==> src/rtl/lsu.sv <==
// Load/store unit between the MEM stage and a multi-cycle word-wide data memory.
// Issues word-aligned read/write strobes, stalls the core until the access
// completes, extends sub-word load data, and can merge sub-word stores into the
// read word before writing it back.
// Optional feature macro: LSU_RMW_EN -- when defined, sb/sh are performed as
// read-modify-write; when undefined, sb/sh are rejected as illegal accesses.
module lsu (
  input  logic        clk,
  input  logic        rst,
  input  logic        i_req,
  input  logic        i_we,
  input  logic [2:0]  i_funct3,
  input  logic [31:0] i_addr,
  input  logic [31:0] i_wdata,
  output logic        o_stall,
  output logic        o_done,
  output logic [31:0] o_rdata,
  output logic        o_err,
  output logic        o_mem_ren,
  output logic        o_mem_wen,
  output logic [31:0] o_mem_addr,
  output logic [31:0] o_mem_wdata,
  input  logic        i_mem_rvd,
  input  logic [31:0] i_mem_rdata
);

  typedef enum logic [2:0] {
    IDLE     = 3'd0,
    RD_ISSUE = 3'd1,
    RD_WAIT  = 3'd2,
    WR       = 3'd3,
    DONE     = 3'd4
  } state_t;

  state_t      state;
  state_t      nxt;
  logic [2:0]  f3_q;
  logic [1:0]  off_q;
  logic        we_q;
  logic        illegal;
  logic        acc_err;
  logic        accept;
  logic [31:0] shifted;
  logic [31:0] ext;
`ifdef LSU_RMW_EN
  logic [31:0] merged;
`endif

  // Classify the incoming request: misaligned or unsupported width codes.
  always_comb begin
    illegal = 1'b0;
    if (i_we) begin
      case (i_funct3)
`ifdef LSU_RMW_EN
        3'b000:  illegal = 1'b0;
        3'b001:  illegal = i_addr[0];
`endif
        3'b010:  illegal = |i_addr[1:0];
        default: illegal = 1'b1;
      endcase
    end else begin
      case (i_funct3)
        3'b000, 3'b100: illegal = 1'b0;
        3'b001, 3'b101: illegal = i_addr[0];
        3'b010:         illegal = |i_addr[1:0];
        default:        illegal = 1'b1;
      endcase
    end
  end

  // State register.
  always_ff @(posedge clk or posedge rst) begin
    if (rst) state <= IDLE;
    else     state <= nxt;
  end

  // Next-state decode; acc_err flags an illegal request rejected from IDLE.
  always_comb begin
    nxt     = state;
    acc_err = 1'b0;
    accept  = 1'b0;
    case (state)
      IDLE: begin
        if (i_req) begin
          if (illegal) begin
            nxt     = DONE;
            acc_err = 1'b1;
          end else begin
            accept = 1'b1;
            if (i_we && (i_funct3 == 3'b010)) nxt = WR;
            else                              nxt = RD_ISSUE;
          end
        end
      end
      RD_ISSUE: nxt = RD_WAIT;
      RD_WAIT: begin
        if (i_mem_rvd) begin
`ifdef LSU_RMW_EN
          nxt = we_q ? WR : DONE;
`else
          nxt = DONE;
`endif
        end
      end
      WR:      nxt = DONE;
      DONE:    nxt = IDLE;
      default: nxt = IDLE;
    endcase
  end

  // Pipeline freeze: combinational so the core stalls in the accept cycle.
  always_comb begin
    o_stall = ((state == IDLE) && i_req) || (state == RD_ISSUE) ||
              (state == RD_WAIT) || (state == WR);
  end

  // Align the returned word to the addressed byte and extend per width code.
  always_comb begin
    shifted = i_mem_rdata >> {off_q, 3'b000};
    case (f3_q)
      3'b000:  ext = {{24{shifted[7]}}, shifted[7:0]};
      3'b001:  ext = {{16{shifted[15]}}, shifted[15:0]};
      3'b100:  ext = {24'd0, shifted[7:0]};
      3'b101:  ext = {16'd0, shifted[15:0]};
      default: ext = shifted;
    endcase
  end

`ifdef LSU_RMW_EN
  // Insert the held store byte/halfword into the word read from memory.
  always_comb begin
    merged = i_mem_rdata;
    if (f3_q[0]) begin
      if (off_q[1]) merged[31:16] = o_mem_wdata[15:0];
      else          merged[15:0]  = o_mem_wdata[15:0];
    end else begin
      case (off_q)
        2'd0:    merged[7:0]   = o_mem_wdata[7:0];
        2'd1:    merged[15:8]  = o_mem_wdata[7:0];
        2'd2:    merged[23:16] = o_mem_wdata[7:0];
        default: merged[31:24] = o_mem_wdata[7:0];
      endcase
    end
  end
`endif

  // Registered outputs and request latches; strobes are decoded from the
  // upcoming state so each is high exactly while the FSM sits in that state.
  // o_mem_wdata doubles as the holding register for sub-word store data.
  always_ff @(posedge clk or posedge rst) begin
    if (rst) begin
      o_done      <= 1'b0;
      o_err       <= 1'b0;
      o_rdata     <= '0;
      o_mem_ren   <= 1'b0;
      o_mem_wen   <= 1'b0;
      o_mem_addr  <= '0;
      o_mem_wdata <= '0;
      f3_q        <= '0;
      off_q       <= '0;
      we_q        <= 1'b0;
    end else begin
      o_done    <= (nxt == DONE);
      o_err     <= acc_err;
      o_mem_ren <= (nxt == RD_ISSUE);
      o_mem_wen <= (nxt == WR);
      o_rdata   <= (state == RD_WAIT && i_mem_rvd && !we_q) ? ext : '0;
      if (accept) begin
        o_mem_addr <= {i_addr[31:2], 2'b00};
        f3_q       <= i_funct3;
        off_q      <= i_addr[1:0];
        we_q       <= i_we;
        if (i_we) o_mem_wdata <= i_wdata;
      end
`ifdef LSU_RMW_EN
      if (state == RD_WAIT && i_mem_rvd && we_q) o_mem_wdata <= merged;
`endif
    end
  end

endmodule

==> config.mk <==
export PLATFORM = sky130hd
export DESIGN_NAME = lsu
export DESIGN_NICKNAME = d
export VERILOG_FILES = /design/src/rtl/lsu.sv
export SDC_FILE = /design/constraint.sdc
export NUM_CORES = 1
export LEC_CHECK = 0
export CAP_MARGIN = 15
export CORE_MARGIN = 10
export CORE_UTILIZATION = 38
export DETAILED_ROUTE_END_ITERATION = 12
export PLACE_DENSITY = 0.77
export SETUP_SLACK_MARGIN = 0.4
export SYNTH_ARGS = -nofsm -noshare
export SYNTH_HDL_FRONTEND = slang
export SYNTH_SLANG_ARGS = --single-unit
==> constraint.sdc <==
create_clock -name clk -period 3.4 [get_ports clk]
set_clock_uncertainty 0.1 [all_clocks]
set_input_delay 0.68 -clock clk [delete_from_list [all_inputs] [get_ports clk]]
set_output_delay 0.68 -clock clk [all_outputs]
set_load 0.1 [all_outputs]
==> results of run 1 <==
-- flip-flops by register name, indices dropped and copies added (netlist names) --
| register | flops |
|---|---|
| o_mem_ren | 1 |
| o_rdata | 32 |
| o_mem_wdata | 32 |
| o_mem_wen | 1 |
| o_done | 1 |
| o_err | 1 |
| o_mem_addr | 30 |
| off_q | 2 |
| f3_q | 3 |
| state | 3 |
| we_q | 1 |
-- layer usage --
layer	track usage (%)	vias to the layer above	share of wire, %
met4	6.085	0	2.0
met2	26.54	148	49
met5	0	-	0
met1	17.54	1624	39
met3	6.199	15	9.7
li1	-	1557	-
-- stage by stage --
stage               hold slack (ns)  total power, W
finish                       0.3866        0.007134
global route                 0.4210        0.007423
CTS                          0.3919        0.007208
global placement             0.3697        0.006084
detailed placement           0.3759        0.006140
floorplan                    0.3757        0.005186
-- worst reg2reg max path: cells and delay by family (launching register included) --
family                 cells  cell delay (ns)
AND/OR/NAND/NOR            2             1.00
flip-flops                 1             0.47
buffers and inverters      1             0.37
multiplexers               1             0.27
-- synthesized netlist by cell type (all sizes together) --
cell type	count
or2	1
nand4b	1
inv	2
nand3	1
clkbuf	5
xnor2	1
o311ai	1
and4b	1
mux2	68
o21ai	18
conb	1
nand3b	1
o32ai	1
nor2	15
or4b	1
a21oi	11
nor3	3
o311a	1
nor3b	1
nor4b	2
buf	15
dfrtp	107
nand2	5
nor2b	8
or3	1
a21o	9
mux2i	18
and2	8
a211oi	16
-- final timing paths --
path	startpoint	endpoint	slack [ns]	cells past startpoint
worst max-delay path	i_req	o_mem_wdata[27]	0.79	5
worst min-delay path	o_mem_addr[18]	o_mem_addr[18]	0.39	1
worst max register to register	state[1]	o_mem_wdata[27]	1.07	4
worst min register to register	o_mem_addr[18]	o_mem_addr[18]	0.39	1
max in group asynchronous	rst	off_q[0]	1.77	3
min in group asynchronous	rst	o_mem_wdata[20]	0.74	3
-- power by group through the flow --
stage	Clock [W]	Sequential (W)	Combinational, W
3_3_place_gp	0	0.00189	0.00419
5_1_grt	0.00112	0.00194	0.00437
6_report	0.00104	0.00188	0.00421
3_5_place_dp	0	0.00190	0.00424
2_1_floorplan	0	0.00435	0.000837
4_1_cts	0.00108	0.00189	0.00424
-- layout make-up --
cell class / count / area (um2) / share of cell area, %
sequential: 107 / 2678 / 39.51
timing repair buffer: 213 / 1882 / 27.76
multi-input combinational: 195 / 1733 / 25.57
clock buffer: 11 / 242.7 / 3.581
tap: 143 / 178.9 / 2.640
clock inverter: 5 / 52.55 / 0.7753
inverter: 2 / 11.26 / 0.1661
-- cell families after synthesis --
group | share of synthesized area [%]
compound gates | 7.993
xor+xnor | 0.1923
flops | 58.78
other cells | 0.08232
buf+inv | 3.378
mux | 23.15
simple gates | 6.427
==> summary.md, run 1 <==
| Metric | Value |
|---|---|
| Detail Route Antenna Nets | 0 |
| Switching part of the total power | 53.98% |
| Worst slack at placement | 0.3891 ns |
| Crit-path slowest cell | clkdlybuf4s50_1 |
| DP Cell Count | 660 |
| Bufs on Longest Clock Path | 2 |
| Setup CP Type | in2reg |
| Pwr/cell area | 1053 nW/um2 |
| Seq pwr share | 26.4% |
| CTS Sinks | 107 |
| Yosys warning count | 0 |
| Most common cell after layout, fill and taps aside | buf_4 |
| Die height | 129.5 um |
| Nets@finish | 632 |
| All-Layer GR Usage | 15.70% |
| Post-Place Cell Area | 6482 um2 |
| H-tree levels | 3 |
| Maxcap violations | 0 |
| RSZ-0062 raised after global routing | no |
| Num CTS Buffers | 9 |
| Port bufs | 202 |
| Core Area | 11560 um2 |
| Clk pwr share | 14.6% |
| Largest net degree at the start of global routing | 68 |
| Shortest period the worst path allows | 2.610 ns |
| Buffers and inverters on the worst path | 2 |
| Req. time, crit path | 3.53 ns |
| Worst EP arrival | 2.74 ns |
| Final Hold Viols | 0 |
| Starting Density | 39.39% |
| Die footprint | 16770 um2 |
| Post-Synthesis Cells | 323 |
| Netlist cell types | 38 |
| Die Wd | 129.5 um |
| Placer's final routability congestion estimate | 0.8192 |
| Root Driver | clkbuf_16 |
| Routed WL | 13050 um |
| Int Pwr | 0.003283 W |
| Net Sw Power | 0.003851 W |
| DR pass1 iterations | 4 |
| Leading post-synthesis cells by cell area | dfrtp_1, mux2_4, mux2_2 |
| Tcrit/Tclk final | 76.76% |
| Slew @ Worst Pin | 0.8533 ns |
| Row count | 39 |
| Wirelength per Cell | 19.30 um |
| Crit Path Max Fanout | 19 |
| # resized after CTS | 0 |
| ANT cells | 0 |
| Share of power burned in combinational logic | 59.0% |
| Clk slew on worst S/H paths | 0.07 ns |
| Post-synth top area share | 58.78% |
| DRC viols | 0 |
| Finished Core Util | 58.61% |
| Vias in the first global route | 3757 |
| Initial DRC count | 121 |
| Ports | 205 |
| Worst setup SP type | input pin |
| Netlist Area Pre-Place | 4556 um2 |
| Crit path cell chain | clkdlybuf4s50_1 > nor4b_1 > nand3_2 > buf_4 > mux2_2 |
| CTS tree | built |
| Area leader, netlist | dfrtp_1 |
| First-pass GRT wire length | 20510 um |
| Setup Fix Bufs, Post-CTS | 0 |
| Gr ovfl total | 0 |
| IR drop worst, VDD | 871.7 uV |
| Fin cells | 676 |
| Setup TNS | 0 ns |
| Vias per cell | 4.947 |
| Antenna violations before repair | 0 |
| Slew Viols, Final | 0 |
| Setup crit end kind | register |
| Max_slew headroom | 43.11% |
| Area delta synth->final | 48.78% |
| Sequential area share after synthesis | 58.78% |
| Clock Latency Late Sink | 0.35 ns |
| Leak pwr | 3.252 nW |
| Vias | 3344 |
| Crit-path leading delay family | simple AND/OR/NAND/NOR gates |
| Layout cell share with drive strength beyond 1 | 36.77% |
| Syn_area_per_cell | 14.10 um2 |
| Status | finished clean |
| Yosys reg bits | 107 |
| Max Freq | 383.1 MHz |
| Worst min path class | reg2reg |
| Slowest cell delay on critical path | 0.51 ns |
| Final instance area | 6778 um2 |
| HPWL Detailed | 10290 um |
| # setup viols final | 0 |
| Worst setup margin | 0.7900 ns |
| Fill cells | 981 |
| Hold-fix buffers, CTS | 0 |
| Most frequent cells in the layout | buf_4, dfrtp_1, clkdlybuf4s50_1 |
Power figures use the tool's default switching activity.
==> run 2, diff against run 1 <==
Settings changed: CORE_UTILIZATION 38 to 42, PLACE_DENSITY 0.77 to 0.81.
Clock period 3.4 ns to 2.52 ns, I/O delays scaled along.
==> run 2 against run 1 <==
Effect of this change: worst hold slack improved by 0.0076 ns; cell area decreased by 1.1%; cell count decreased by 1.0%; register-to-register slack got worse by 0.57 ns; largest cell class unchanged.
==> summary.md, run 2 (synthesized netlist as in run 1, its figures left out) <==
| Metric | Value |
|---|---|
| Status | finished clean (unchanged) |
| DP Cell Count | 654 (was 660) |
| Vias in the first global route | 3485 (was 3757) |
| Root Driver | clkbuf_8 (was clkbuf_16) |
| CTS tree | built (unchanged) |
| Max Freq | 482.5 MHz |
| Core Area | 10460 um2 (was 11560 um2) |
| Detail Route Antenna Nets | 0 (unchanged) |
| Port bufs | 202 (unchanged) |
| Slowest cell delay on critical path | 0.52 ns (was 0.51 ns) |
| Req. time, crit path | 2.66 ns (was 3.53 ns) |
| Largest net degree at the start of global routing | 108 (was 68) |
| Setup crit end kind | register (unchanged) |
| Clk slew on worst S/H paths | 0.10 ns (was 0.07 ns) |
| Total power | 0.009211 W (was 0.007134 W) |
| Routed WL | 13060 um (was 13050 um) |
| Shortest period the worst path allows | 2.072 ns |
| Initial DRC count | 192 (was 121) |
| RSZ-0062 raised after global routing | no (unchanged) |
| Top Layer Used | met4 (unchanged) |
| DRC viols | 0 (unchanged) |
| Slew Viols, Final | 0 (unchanged) |
| Net Sw Power | 0.005191 W (was 0.003851 W) |
| First-pass GRT wire length | 19560 um (was 20510 um) |
| Hold path start | o_mem_addr[17] (was o_mem_addr[18]) |
| DRT met1 WL | 4958 um (was 5101 um) |
| Finished Core Util | 64.06% (was 58.61%) |
| Share of power burned in combinational logic | 62.0% (was 59.0%) |
| Wire length on met3 | 889 um (was 1262 um) |
| Crit-path slowest cell | or4b_4 (was clkdlybuf4s50_1) |
| Vias per cell | 4.883 (was 4.947) |
| Tcrit/Tclk final | 82.24% |
| Starting Density | 43.54% (was 39.39%) |
| Die footprint | 15410 um2 (was 16770 um2) |
| Bufs on Longest Clock Path | 2 (unchanged) |
| HPWL Detailed | 10380 um (was 10290 um) |
| Setup Fix Bufs, Post-CTS | 0 (unchanged) |
| Setup CP Type | in2reg (unchanged) |
| Gr ovfl total | 0 (unchanged) |
| Crit Path Max Fanout | 10 (was 19) |
| R2R Path End | o_mem_addr[7] (was o_mem_wdata[27]) |
| Leak pwr | 3.211 nW (was 3.252 nW) |
| H-tree levels | 3 (unchanged) |
| Final Hold Viols | 0 (unchanged) |
| Antenna violations before repair | 0 (unchanged) |
| Die height | 124.1 um (was 129.5 um) |
| Ports | 205 (unchanged) |
| ANT cells | 0 (unchanged) |
| DR pass1 iterations | 4 (unchanged) |
| Hold Crit Endpoint | o_mem_addr[17] (was o_mem_addr[18]) |
| Worst min path class | reg2reg (unchanged) |
| # setup viols final | 0 (unchanged) |
| Wirelength per Cell | 19.53 um (was 19.30 um) |
| IR drop worst, VDD | 999.8 uV (was 871.7 uV) |
| Worst EP arrival | 2.22 ns (was 2.74 ns) |
| Worst R2R Start | state[1] (unchanged) |
| Worst setup SP type | input pin (unchanged) |
| Int Pwr | 0.004021 W (was 0.003283 W) |
| Num CTS Buffers | 9 (unchanged) |
| Setup TNS | 0 ns (unchanged) |
| Hold path cells | 1 (unchanged) |
| Worst setup margin | 0.4476 ns (was 0.7900 ns) |
| Worst slack at placement | 0.004732 ns (was 0.3891 ns) |
| Fill cells | 808 (was 981) |
| Switching part of the total power | 56.35% (was 53.98%) |
| Die Wd | 124.1 um (was 129.5 um) |
| Seq pwr share | 27.6% (was 26.4%) |
| Maxcap violations | 0 (unchanged) |
| All-Layer GR Usage | 16.27% (was 15.70%) |
| Worst R2R Path Depth | 4 (unchanged) |
| Slew @ Worst Pin | 0.5671 ns (was 0.8533 ns) |
| Clock Latency Late Sink | 0.36 ns (was 0.35 ns) |
| Fin cells | 669 (was 676) |
| Pwr/cell area | 1374 nW/um2 (was 1053 nW/um2) |
| Biggest regs | o_mem_wdata (32), o_rdata (32), o_mem_addr (30) (unchanged) |
| Row count | 37 (was 39) |
| R2R Setup Slk | 0.50 ns (was 1.07 ns) |
| Routed wl met2 | 6978 um (was 6420 um) |
| Clk pwr share | 10.4% (was 14.6%) |
| Area delta synth->final | 47.13% (was 48.78%) |
| Crit path cell chain | clkdlybuf4s50_1 > or4b_4 > nor2_8 > buf_4 > mux2_4 (was clkdlybuf4s50_1 > nor4b_1 > nand3_2 > buf_4 > mux2_2) |
| Most frequent cells in the layout | dfrtp_1, buf_4, clkdlybuf4s50_1 (was buf_4, dfrtp_1, clkdlybuf4s50_1) |
| CTS Sinks | 107 (unchanged) |
| Vias | 3267 (was 3344) |
| Layout cell share with drive strength beyond 1 | 37.71% (was 36.77%) |
| Placer's final routability congestion estimate | 0.8811 (was 0.8192) |
| Max_slew headroom | 62.19% (was 43.11%) |
| Nets@finish | 633 (was 632) |
==> run 2: cell types whose count changed in the layout (fill, tap and decap cells not counted), sizes merged <==
cell / before / now
clkbuf: 11 / 9
clkinv: 3 / 1
clkinvlp: 2 / 4
inv: 1 / 3
buf: 110 / 111
bufinv: 1 / 0
==> run 2: worst max-delay path by stage <==
stage              start             end  slack, ns
3_3_place_gp       i_req   o_mem_addr[9]       0.04
2_1_floorplan   state[1]  o_mem_addr[10]       0.50
4_1_cts        i_mem_rvd      o_rdata[1]       0.40
3_5_place_dp   i_mem_rvd      o_rdata[1]      0.005
5_1_grt            i_req   o_mem_addr[4]       0.42
6_report           i_req   o_mem_addr[7]       0.45
==> run 2: critical path, delay by kind of cell <==
kind | cells | cell delay (ns)
mux | 1 | 0.32
simple gates | 2 | 0.65
buf+inv | 2 | 0.74
==> run 2: layout make-up <==
| class | instances | area (um2) | share of cell area, % |
|---|---|---|---|
| Clock buffer | 9 | 123.9 | 1.848 |
| Clock inverter | 6 | 51.30 | 0.7654 |
| Multi-Input combinational cell | 195 | 1754 | 26.17 |
| Sequential cell | 107 | 2678 | 39.95 |
| Timing Repair Buffer | 214 | 1914 | 28.56 |
| Inverter | 2 | 11.26 | 0.1680 |
| Tap cell | 136 | 170.2 | 2.539 |
==> run 2: repair_timing <==
item                       CTS  global route
gates resized for setup      1             4
setup endpoints to repair    8            42
hold buffers                 0             0
==> run 2: through the flow <==
step	area, um2	hold WS (ns)
2_1_floorplan	4566	0.3757
3_3_place_gp	6504	0.3721
3_5_place_dp	6504	0.3774
4_1_cts	6683	0.4014
5_1_grt	6703	0.4307
6_report	6703	0.3941
==> run 2: metal layers <==
layer | track usage, % | vias up
li1 | - | 1557
met1 | 19.37 | 1593
met2 | 28.16 | 100
met3 | 3.982 | 17
met4 | 5.468 | 0
met5 | 0 | -
==> run 2: power groups by stage <==
stage / combinational (W) / clock [W] / sequential [W]
floorplan: 0.00113 / 0 / 0.00587
global placement: 0.00569 / 0 / 0.00254
detailed placement: 0.00574 / 0 / 0.00256
CTS: 0.00574 / 0.000992 / 0.00254
global route: 0.00589 / 0.00105 / 0.00261
finish: 0.00572 / 0.000956 / 0.00254
